`src/rtl/ps2_key_tracker.sv`:
```
// rtl/ps2_key_tracker.sv - PS/2 keyboard frame receiver and make/break key tracker
module ps2_key_tracker #(
    parameter int TIMEOUT_CYC = 50000
) (
    input  logic       clk,
    input  logic       rst,
    input  logic       ps2_clk,
    input  logic       ps2_data,
    output logic [7:0] key_code,
    output logic       key_down,
    output logic [7:0] key_count,
    output logic       new_key,
    output logic       frame_err
);

    localparam int TW = $clog2(TIMEOUT_CYC + 1);

    typedef enum logic {
        IDLE = 1'b0,
        BRK  = 1'b1
    } state_t;

    // clk_sync[2] is the synchronised pin; clk_sync[3] is its previous value for edge detect
    logic [3:0]    clk_sync;
    logic [2:0]    data_sync;
    logic          strobe;
    logic          data_s;

    logic [9:0]    shift;
    logic [10:0]   frame;
    logic          frame_ok;
    logic [3:0]    bit_cnt;
    logic [TW-1:0] to_cnt;
    logic          byte_valid;
    logic [7:0]    rx_byte;

    state_t        state_q, state_d;
    logic          do_press;
    logic          do_release;

    always_ff @(posedge clk or posedge rst) begin
        if (rst) begin
            clk_sync  <= '1;
            data_sync <= '1;
        end else begin
            clk_sync  <= {clk_sync[2:0], ps2_clk};
            data_sync <= {data_sync[1:0], ps2_data};
        end
    end

    assign strobe = clk_sync[3] & ~clk_sync[2];
    assign data_s = data_sync[2];

    // frame[0]=start, frame[8:1]=data LSB first, frame[9]=parity, frame[10]=stop
    assign frame    = {data_s, shift};
    assign frame_ok = ~frame[0] & frame[10] & (^frame[9:1]);

    always_ff @(posedge clk or posedge rst) begin
        if (rst) begin
            shift      <= '0;
            bit_cnt    <= '0;
            to_cnt     <= '0;
            byte_valid <= 1'b0;
            rx_byte    <= '0;
            frame_err  <= 1'b0;
        end else begin
            byte_valid <= 1'b0;
            frame_err  <= 1'b0;
            if (strobe) begin
                shift  <= {data_s, shift[9:1]};
                to_cnt <= '0;
                if (bit_cnt == 4'd10) begin
                    bit_cnt <= '0;
                    if (frame_ok) begin
                        byte_valid <= 1'b1;
                        rx_byte    <= frame[8:1];
                    end else begin
                        frame_err  <= 1'b1;
                    end
                end else begin
                    bit_cnt <= bit_cnt + 4'd1;
                end
            end else if (bit_cnt != 4'd0) begin
                // a stalled partial frame is dropped silently
                if (to_cnt == TW'(TIMEOUT_CYC)) begin
                    bit_cnt <= '0;
                    to_cnt  <= '0;
                end else begin
                    to_cnt  <= to_cnt + TW'(1);
                end
            end else begin
                to_cnt <= '0;
            end
        end
    end

    always_ff @(posedge clk or posedge rst) begin
        if (rst) state_q <= IDLE;
        else     state_q <= state_d;
    end

    always_comb begin
        state_d = state_q;
        if (byte_valid && rx_byte != 8'hE0) begin
            case (state_q)
                IDLE:    if (rx_byte == 8'hF0) state_d = BRK;
                BRK:     state_d = IDLE;
                default: state_d = IDLE;
            endcase
        end
    end

    // extended-code prefix E0 is transparent; a held key re-sent is typematic repeat
    always_comb begin
        do_press   = 1'b0;
        do_release = 1'b0;
        if (byte_valid && rx_byte != 8'hE0) begin
            if (state_q == IDLE && rx_byte != 8'hF0 &&
                !(key_down && rx_byte == key_code))
                do_press = 1'b1;
            if (state_q == BRK && rx_byte == key_code)
                do_release = 1'b1;
        end
    end

    always_ff @(posedge clk or posedge rst) begin
        if (rst) begin
            key_code  <= '0;
            key_down  <= 1'b0;
            key_count <= '0;
            new_key   <= 1'b0;
        end else begin
            new_key <= do_press;
            if (do_press) begin
                key_code  <= rx_byte;
                key_down  <= 1'b1;
                key_count <= key_count + 8'd1;
            end else if (do_release) begin
                key_down  <= 1'b0;
            end
        end
    end

endmodule

```
`config.mk`:
```
export PLATFORM = sky130hd
export DESIGN_NAME = ps2_key_tracker
export DESIGN_NICKNAME = d
export VERILOG_FILES = /design/src/rtl/ps2_key_tracker.sv
export SDC_FILE = /design/constraint.sdc
export NUM_CORES = 1
export LEC_CHECK = 0
export CAP_MARGIN = 5
export CORE_UTILIZATION = 60
export CTS_BUF_LIST = sky130_fd_sc_hd__clkbuf_8
export CTS_CLUSTER_DIAMETER = 30
export DETAILED_ROUTE_END_ITERATION = 10
export PLACE_DENSITY_LB_ADDON = 0.12
export SLEW_MARGIN = 0
export SYNTH_ARGS = -nofsm -noshare
export SYNTH_HDL_FRONTEND = slang
export SYNTH_SLANG_ARGS = --single-unit
export TNS_END_PERCENT = 30
```
`constraint.sdc`:
```
create_clock -name clk -period 6.83 [get_ports clk]
set_clock_uncertainty 0.2 [all_clocks]
set_input_delay 1.366 -clock clk [delete_from_list [all_inputs] [get_ports clk]]
set_output_delay 1.366 -clock clk [all_outputs]
set_load 0.05 [all_outputs]
```
==> flow_summary.json <==
{
  "antenna-diode-count": 0,
  "ctsHoldBuffers": 0,
  "drc": 0,
  "cts_root_buf": "clkbuf_8",
  "crit_type": "reg2out",
  "worst_pin_slew_ns": 0.805,
  "vias_per_cell": 5.21,
  "layout-drive-gt1-share_pct": 15.3,
  "arrival_ns": 1.58,
  "required_ns": 5.26,
  "synth_seq_area_share_pct": 56.3,
  "grt_overflow_total": 0,
  "cp_num_buf_inv": 1,
  "path_cells": "clkdlybuf4s50_1",
  "path_max_fanout": 5,
  "max_stage_delay_ns": 0.83,
  "worstSetupEndpointType": "primary output",
  "dp_cells": 352,
  "cp-start-kind": "flip-flop",
  "cts_setup_buffers": 0,
  "maxSlewViolCount": 0,
  "drt_wl_total_um": 4950,
  "p_leak_nw": 1.63,
  "setup_tns_ns": 0,
  "dp_hpwl_um": 3260,
  "start_util_pct": 62.4,
  "io_buffers": 22,
  "std_cell_rows": 25,
  "cts_sinks": 66,
  "cts_resized": 0,
  "clk_pin_slew_ns": 0.07,
  "wire_per_inst_um": 13.4,
  "yosysTopAreaCellShare_pct": 50.1,
  "grtUsageTotal_pct": 22.5,
  "antenna_found_initial": 0,
  "grt_pass1_vias": 1907,
  "p_per_area_mw_per_mm2": 269,
  "fin_crit_ns": 3.15,
  "layout.nets": 306,
  "drtAntennaViolNets": 0,
  "setup_viol_count_final": 0,
  "ios": 23,
  "vias": 1917,
  "cts_htree_levels": 3,
  "maxCapViolCount": 0,
  "critPathSlowestCell": "clkdlybuf4s50_1",
  "netlist_area_mm2": 0.00295,
  "num-fill-cells": 325,
  "die_h_um": 72.1,
  "synthArstFlopShare_pct": 100,
  "cts.path.max_buffers": 2,
  "synthCells": 265,
  "vdd_drop_max_uv": 248,
  "utilization_pct": 73.2,
  "rsz0062_at_grt": "no",
  "drt-initial-drc-count": 130,
  "firstDrtPassIters": 4,
  "max_freq_mhz": 318,
  "hold_path.class": "reg2reg",
  "gp_congestion": 0.806,
  "avgSynthCellArea_um2": 11.1,
  "finalNonFillerCells": 368,
  "synth_edf_count": 0,
  "min_period_over_period_pct": 46.1,
  "clk_latency_ns": 0.33,
  "cts_tree": "built",
  "outcome": "finished clean",
  "synth.area.top_cells": "dfrtp_1, xnor2_1, mux2_2, dfstp_2, nand2_1",
  "cts_made_buffers": 9,
  "die_area_mm2": 0.00520,
  "worst_path_dominant_cell_family": "buffers and inverters",
  "die_x_um": 72.1,
  "ys_types": 39,
  "syn-num-nets": 275,
  "core_area_mm2": 0.00472,
  "hold_viol": 0,
  "maxSlewHeadroom_pct": 46.3,
  "synth_ff_type": "dfrtp_1",
  "ys_seq_elements": 66,
  "regToRegSetupSlack_ns": 4.46,
  "yosysWarnings": 0,
  "grt_max_degree": 67,
  "syn_to_final_growth_pct": 17.3,
  "yosysTopAreaCell": "dfrtp_1",
  "grt_first_pass_wirelength_um": 8760
}
-- cell type report --
class / count / area (um^2) / area share (%)
sequential: 66 / 1660 / 48.0
multi-input combinational: 181 / 1210 / 35.1
timing repair buffer: 25 / 243 / 7.02
clock buffer: 12 / 165 / 4.78
tap: 67 / 83.8 / 2.42
inverter: 13 / 48.8 / 1.41
clock inverter: 4 / 42.5 / 1.23
-- cells in the final DEF, fill, tap and decap left out, types with 2 or more instances in the layout --
cell type         n
dfrtp_1          59
nand2_1          42
xnor2_1          24
nor2_1           24
clkdlybuf4s50_1  22
mux2_2           17
inv_1            14
clkbuf_8         12
xor2_1           11
nand3_1          11
dfstp_2           7
ha_1              6
o21ai_0           5
nand4_1           5
nor3_1            4
a21oi_1           3
buf_4             3
nor2b_1           2
nand2b_1          2
nor3b_1           2
or4_1             2
a22o_1            2
and4_1            2
or3_1             2
-- power by group --
| group | internal [mW] | total, mW | switching (mW) |
|---|---|---|---|
| combinational | 0.0635 | 0.131 | 0.0676 |
| sequential | 0.426 | 0.467 | 0.0407 |
| clock | 0.195 | 0.333 | 0.137 |
-- flip-flops by register name (all words and copies together), names as in the netlist --
register and flops:
bit_cnt 4, byte_valid 1, clk_sync 4, data_sync 3
frame_err 1, key_code 8, key_count 8, key_down 1
new_key 1, rx_byte 8, shift 10, state_q 1
to_cnt 16
-- metal layers --
metal  GRT usage [%]  vias to the layer above  wire, um
li1                -                      945         -
met2            34.2                       33      2370
met4            10.2                        0        99
met5               0                        -         0
met3            6.39                       10       131
met1            30.3                      929      2350
-- kinds of logic after synthesis --
logic type | synth area share [%]
AOI/OAI and AO/OA | 3.48
xor gates and xnor gates | 11.2
adders and majority gates | 2.55
buffers and inverters | 2.46
DFF | 56.3
muxes | 6.49
and+or+nand+nor | 17.5
-- metrics by stage --
step	hold WS [ns]	total power [mW]	cell area (um^2)	setup WS, ns
5_1_grt	0.159	0.980	3460	3.62
4_1_cts	0.157	0.938	3460	3.65
3_5_place_dp	0.147	0.605	3250	4.02
6_report	0.155	0.931	3460	3.68
2_1_floorplan	0.145	0.576	2950	3.62
3_3_place_gp	0.146	0.600	3250	4.04
-- synthesized netlist by cell type (2+ instances only) --
master,count
nand4_1,5
mux2_2,17
inv_1,13
a21oi_1,3
dfrtp_1,59
dfstp_2,7
nor2_1,24
xor2_1,11
and4_1,2
nor3_1,4
xnor2_1,24
nand2b_1,2
clkbuf_1,3
or3_1,2
or4_1,2
nand2_1,42
ha_1,6
nor3b_1,2
o21ai_0,5
nand3_1,11
a22o_1,2
nor2b_1,2
-- worst reg2reg max path, delay by kind of cell (launching register included) --
kind | cells | cell delay (ns)
AND/OR/NAND/NOR | 4 | 1.61
flip-flops | 1 | 0.43
-- worst paths after layout --
path / start / endpoint / depth (start not counted)
max in group asynchronous: rst / shift[3] / 3
hold reg to reg: data_sync[0] / data_sync[1] / 0
setup reg to reg: to_cnt[12] / to_cnt[5] / 4
setup / recovery: key_count[2] / key_count[2] / 1
min in group asynchronous: rst / to_cnt[12] / 3
hold / removal: data_sync[0] / data_sync[1] / 0
(Power assumes the default switching activity.)
